## src/rtl/timer_pkg.sv

```systemverilog
// Shared definitions for the step/run/halt tick scheduler.
//   - state_e     : FSM state encodings driven onto the 2-bit state port
//   - DEF_CNT_WDTH: default width of the interval counter and period registers
//   - is_active() : true for the states that advance the interval counter
package timer_pkg;

    localparam int unsigned DEF_CNT_WDTH = 32'd30;

    typedef enum logic [1:0] {
        ST_HALT = 2'd0,
        ST_RUN  = 2'd1,
        ST_STEP = 2'd2
    } state_e;

    // RUN and STEP both count toward a tick; HALT and the unused code do not.
    function automatic logic is_active(input logic [1:0] st);
        is_active = (st == ST_RUN) || (st == ST_STEP);
    endfunction

endpackage

```

## src/rtl/step_timer_ctrl_rise_detect.sv

```systemverilog
// Rising-edge detector for the raw step request.
// Ports:
//   mclk : system clock (posedge)
//   rst  : synchronous active-low reset, clears the history flop
//   in   : level input
//   rise : in & ~previous-cycle in (combinational from the history flop)
module rise_detect (
    input  logic mclk,
    input  logic rst,
    input  logic in,
    output logic rise
);

    logic prev_q;
    logic prev_d;

    // Next value of the history flop.
    always_comb begin
        prev_d = in;
    end

    // One-cycle history of the input.
    always_ff @(posedge mclk) begin
        if (!rst) begin
            prev_q <= 1'b0;
        end else begin
            prev_q <= prev_d;
        end
    end

    assign rise = in & ~prev_q;

endmodule

```

## src/rtl/step_timer_ctrl.sv

```systemverilog
// Tick scheduler for the LED CPU: one programmable interval counter drives a
// one-cycle clock-enable pulse in RUN (free-running) or STEP (single tick) mode.
// Optional feature macro: TICK_CNT_EN (implements the tick_cnt counter; when
// undefined tick_cnt is tied to zero and no counter flops exist).
// Ports:
//   mclk       : system clock, all logic on posedge
//   rst        : synchronous active-low reset
//   cfg_we     : write cfg_period into the pending-period register
//   cfg_period : new interval period (interval = period+1 cycles)
//   run        : level, request RUN
//   halt       : level, force HALT (highest priority)
//   step_req   : raw step request, rising edge starts one STEP
//   tick       : registered one-cycle CPU enable
//   busy       : registered, 1 while in RUN or STEP
//   state      : current FSM state encoding
//   tick_cnt   : ticks issued since reset, wrapping
module step_timer_ctrl
    import timer_pkg::*;
#(
    parameter int unsigned CNT_WDTH   = DEF_CNT_WDTH,
    parameter int unsigned DEF_PERIOD = 32'd1,
    parameter int unsigned TCNT_WDTH  = 32'd16
) (
    input  logic                 mclk,
    input  logic                 rst,
    input  logic                 cfg_we,
    input  logic [CNT_WDTH-1:0]  cfg_period,
    input  logic                 run,
    input  logic                 halt,
    input  logic                 step_req,
    output logic                 tick,
    output logic                 busy,
    output logic [1:0]           state,
    output logic [TCNT_WDTH-1:0] tick_cnt
);

    localparam logic [CNT_WDTH-1:0] RST_PERIOD = CNT_WDTH'(DEF_PERIOD);

    logic                step_rise_s;
    logic                at_end_s;
    logic                entry_s;
    state_e              state_q, state_d;
    logic [CNT_WDTH-1:0] count_q, count_d;
    logic [CNT_WDTH-1:0] period_q, period_d;
    logic [CNT_WDTH-1:0] pend_q, pend_d;
    logic                tick_q, tick_d;
    logic                busy_q, busy_d;

    rise_detect u_step_rise (
        .mclk (mclk),
        .rst  (rst),
        .in   (step_req),
        .rise (step_rise_s)
    );

    // Next-state, counter, period and output logic.
    always_comb begin
        state_d  = state_q;
        at_end_s = is_active(state_q) && (count_q == period_q);

        case (state_q)
            ST_HALT: begin
                if (halt) begin
                    state_d = ST_HALT;
                end else if (run) begin
                    state_d = ST_RUN;       // run beats a simultaneous step edge
                end else if (step_rise_s) begin
                    state_d = ST_STEP;
                end else begin
                    state_d = ST_HALT;
                end
            end
            ST_RUN: begin
                if (halt || !run) begin
                    state_d = ST_HALT;
                end else begin
                    state_d = ST_RUN;
                end
            end
            ST_STEP: begin
                // Step edges seen here are dropped: the detector keeps no queue.
                if (halt || at_end_s) begin
                    state_d = ST_HALT;
                end else begin
                    state_d = ST_STEP;
                end
            end
            default: begin
                state_d = ST_HALT;
            end
        endcase

        entry_s = (state_d != state_q);

        // Counter restarts on any state change and at the end of each interval.
        if (entry_s || at_end_s) begin
            count_d = {CNT_WDTH{1'b0}};
        end else if (is_active(state_q)) begin
            count_d = count_q + CNT_WDTH'(1);
        end else begin
            count_d = {CNT_WDTH{1'b0}};
        end

        if (cfg_we) begin
            pend_d = cfg_period;
        end else begin
            pend_d = pend_q;
        end

        // Period only changes at interval boundaries, and always from the
        // already-registered pending value, so a write landing on a tick
        // cycle takes effect one interval later.
        if ((entry_s && is_active(state_d)) || at_end_s) begin
            period_d = pend_q;
        end else begin
            period_d = period_q;
        end

        tick_d = at_end_s && !halt;
        busy_d = is_active(state_d);
    end

    // Main state register.
    always_ff @(posedge mclk) begin
        if (!rst) begin
            state_q  <= ST_HALT;
            count_q  <= {CNT_WDTH{1'b0}};
            period_q <= RST_PERIOD;
            pend_q   <= RST_PERIOD;
            tick_q   <= 1'b0;
            busy_q   <= 1'b0;
        end else begin
            state_q  <= state_d;
            count_q  <= count_d;
            period_q <= period_d;
            pend_q   <= pend_d;
            tick_q   <= tick_d;
            busy_q   <= busy_d;
        end
    end

    assign tick  = tick_q;
    assign busy  = busy_q;
    assign state = state_q;

`ifdef TICK_CNT_EN
    logic [TCNT_WDTH-1:0] tcnt_q, tcnt_d;

    // Count on the same edge that raises tick so the count and pulse align.
    always_comb begin
        if (tick_d) begin
            tcnt_d = tcnt_q + TCNT_WDTH'(1);
        end else begin
            tcnt_d = tcnt_q;
        end
    end

    // Tick counter register.
    always_ff @(posedge mclk) begin
        if (!rst) begin
            tcnt_q <= {TCNT_WDTH{1'b0}};
        end else begin
            tcnt_q <= tcnt_d;
        end
    end

    assign tick_cnt = tcnt_q;
`else
    assign tick_cnt = {TCNT_WDTH{1'b0}};
`endif

endmodule

```

## config.mk

```make
export PLATFORM = sky130hd
export DESIGN_NAME = step_timer_ctrl
export DESIGN_NICKNAME = d
export VERILOG_FILES = /design/src/rtl/timer_pkg.sv /design/src/rtl/step_timer_ctrl_rise_detect.sv /design/src/rtl/step_timer_ctrl.sv
export SDC_FILE = /design/constraint.sdc
export NUM_CORES = 1
export LEC_CHECK = 0
export ABC_AREA = 1
export CAP_MARGIN = 30
export CORE_MARGIN = 2
export CORE_UTILIZATION = 61
export DETAILED_ROUTE_END_ITERATION = 7
export PLACE_DENSITY = 0.94
export REMOVE_ABC_BUFFERS = 1
export SYNTH_ARGS = -nofsm -noshare
export SYNTH_HDL_FRONTEND = slang
export SYNTH_SLANG_ARGS = --single-unit
```

## constraint.sdc

```tcl
create_clock -name mclk -period 4.25 [get_ports mclk]
set_clock_uncertainty 0.2 [all_clocks]
set_input_delay 1.275 -clock mclk [delete_from_list [all_inputs] [get_ports mclk]]
set_output_delay 1.275 -clock mclk [all_outputs]
set_load 0.01 [all_outputs]
```

==> results.json <==
{
  "setup_tns_ps": 0,
  "period_needed_ps": 3160,
  "syn_inst": 731,
  "critPathLaunch": "run",
  "fp.dieH_um": 93.0,
  "grt-busiest-layer": "met2",
  "met2_usage": 0.469,
  "die_area_sq_mm": 0.00865,
  "pwr-share-clk": 0.308,
  "core_sq_mm": 0.00769,
  "instances_no_fill": 862,
  "firstDrtPassIters": 5,
  "cp-start-kind": "input pin",
  "dp_cells": 845,
  "grt_first_pass_wirelength_um": 19500,
  "seq_area_frac_synth": 0.394,
  "total_power_mw": 1.77,
  "antenna_found_initial": 0,
  "syn_area_sq_mm": 0.00483,
  "cts_hold_buf": 0,
  "seq_power_share": 0.543,
  "initial_utilization": 0.628,
  "r2r_slack_ps": 1500,
  "cts_setup_buffers": 0,
  "comb_power_share": 0.149,
  "port_buffers": 39,
  "cellPowerDensity_mw_per_mm2": 328,
  "wl_per_cell_um": 13.4,
  "status": "finished, final reports clean",
  "cp.arrival_ps": 3220,
  "clkSinkCount": 95,
  "cts_root_buffer": "clkbuf_8",
  "hp-class": "reg2reg",
  "fin_crit_sh": 0.743,
  "r2r-start": "state[1]",
  "drtIter0Drc": 451,
  "grt_pass1_vias": 4344,
  "met1_usage": 0.350,
  "finalHoldViolations": 0,
  "syn_avg_cell_area_sq_um": 6.61,
  "worst-setup-path-type": "in2reg",
  "remaining_drc_errors": 0,
  "path_cells": "clkdlybuf4s50_1 > inv_1 > nor4_1 > inv_1 > nand3_1 > o21ai_1 > nand2_2 > buf_12 > nand3_1 > nand2_1 > nor2_1",
  "grt_start_max_net_pins": 64,
  "cp_max_fo": 60,
  "ys_ff_latch": 95,
  "critPathSlowestCell": "clkdlybuf4s50_1",
  "met3_usage": 0.0596,
  "critPathCaptureType": "flop",
  "crit_required_ps": 4310,
  "path_clk_slew_ps": 90,
  "tritoncts": "built",
  "cts_made_buffers": 9,
  "antennaDiodeCount": 0,
  "intPower_mw": 1.26,
  "cts_max_level": 3,
  "layout_common_cells": "155 x nand2_1, 136 x nor2_1, 95 x dfxtp_1",
  "via_per_inst": 5.38,
  "swShare": 0.289,
  "routed_wl_um": 11600,
  "synth.distinct_cells": 35,
  "dpl.hpwl_um": 8220,
  "rsz0062_at_grt": "false",
  "slew_headroom": 0.628,
  "cp_slowest_stage_delay_ps": 480,
  "ant_nets": 0,
  "cts_resized": 0,
  "setup_viol": 0,
  "fp.dieW_um": 93.0,
  "drive_gt1_frac": 0.0671,
  "ir_drop_mv": 0.240,
  "globalplace.congestion": 0.956,
  "final_common_cell": "nand2_1",
  "p_leak_nw": 2.38,
  "crit_end": "period_q[2]",
  "track_usage": 0.277,
  "ys.warnings.count": 0,
  "finalMaxSlewViolations": 0,
  "rows": 32,
  "via_count": 4635,
  "timing.rr.end": "period_q[2]",
  "clk_latency_ps": 370,
  "clk_path_buf_depth": 2,
  "power.switching_mw": 0.513,
  "r2r_cells": 16,
  "fmax_ghz": 0.317,
  "pin_count": 56,
  "drv_cap": 0,
  "grt-ovfl-total": 0,
  "worst_slew_pin_slew_ps": 557,
  "syn2layout_area_growth_pct": 11.8,
  "nNetsFinal": 796,
  "fillers": 651
}
==> cell families after synthesis <==
family	Yosys count	share of synthesized area
and+or+nand+nor	402	0.362
buffers and inverters	132	0.118
DFF	95	0.394
AOI/OAI and AO/OA	81	0.0855
xor gates and xnor gates	15	0.0272
adders and majority gates	5	0.0130
other	1	0.000776
==> critical path: cells and delay by family <==
family / cells / cell delay, ps
AO/OA/AOI/OAI: 1 / 110
buffers and inverters: 4 / 920
AND/OR/NAND/NOR: 6 / 870
==> state kept, by name, summed over array words and instances (netlist names) <==
register,cells
busy,1
count_q,30
pend_q,30
period_q,30
state,2
tick,1
u_step_rise.prev_q,1
==> worst min-delay path by stage <==
stage,from,end,slack (ps),cells past startpoint
after floorplan,pend_q[0],pend_q[0],230,2
after global placement,pend_q[0],period_q[0],240,2
after detailed placement,pend_q[0],pend_q[0],240,2
after CTS,pend_q[0],pend_q[0],270,2
after global routing,pend_q[0],pend_q[0],310,2
final,pend_q[0],pend_q[0],260,2
==> metal layers <==
metal | share of wire | up-vias
met4 | 0.023 | 0
met5 | 0 | -
met1 | 0.44 | 2138
li1 | - | 2325
met3 | 0.056 | 22
met2 | 0.48 | 150
==> power groups by stage <==
stage          sequential, mW  combinational (mW)  clock, mW
2_1_floorplan           0.975               0.166          0
3_3_place_gp            0.981               0.248          0
3_5_place_dp            0.982               0.258          0
4_1_cts                 0.962               0.260      0.553
5_1_grt                 0.968               0.303      0.584
6_report                0.963               0.264      0.547
==> synth_stat cells <==
cell type    n  area share
clkbuf_1    19       0.015
conb_1       1     0.00078
inv_1       68       0.053
nand2_1    155        0.12
a21oi_1     38       0.039
dfxtp_1     95        0.39
o22ai_1      3      0.0039
or2_2        4      0.0052
xnor2_1      8       0.015
nand3_2      2      0.0041
inv_2       11      0.0085
nor2_4       3      0.0070
and2_1       1      0.0013
nand2_2      3      0.0039
nor2_1     136        0.11
nor3b_1      4      0.0062
xor2_1       7       0.013
nor3_1      16       0.017
nor4_2       1      0.0026
or2_0        1      0.0013
nor4_1       8       0.010
ha_1         5       0.013
o21ai_1      1      0.0010
nor4b_1      1      0.0018
nor3_2       1      0.0021
buf_4       16       0.025
nand3_1     48       0.050
o21ai_0     37       0.038
buf_2       13       0.013
o21a_1       1      0.0016
a31oi_1      1      0.0013
nor2_2       2      0.0026
nand4_1     15       0.019
and3_1       1      0.0013
clkinv_1     5      0.0039
==> stage by stage <==
stage          utilization  hold WS (ps)  setup WS, ps  instance area (sq um)
6_report             0.703           262          1090                   5400
5_1_grt              0.703           313           979                   5400
4_1_cts              0.699           267          1180                   5370
3_5_place_dp         0.677           243           801                   5200
3_3_place_gp         0.677           243           899                   5200
2_1_floorplan            -           229          1030                   4630
==> layout make-up <==
type / instances / area (sq um) / share of cell area
clock buffer: 9 / 124 / 0.0229
timing repair buffer: 46 / 470 / 0.0871
tap: 102 / 128 / 0.0236
clock inverter: 7 / 48.8 / 0.00903
inverter: 84 / 315 / 0.0584
multi-input combinational: 519 / 2410 / 0.447
sequential: 95 / 1900 / 0.352
Note: power is estimated with default switching activity, not from simulation.
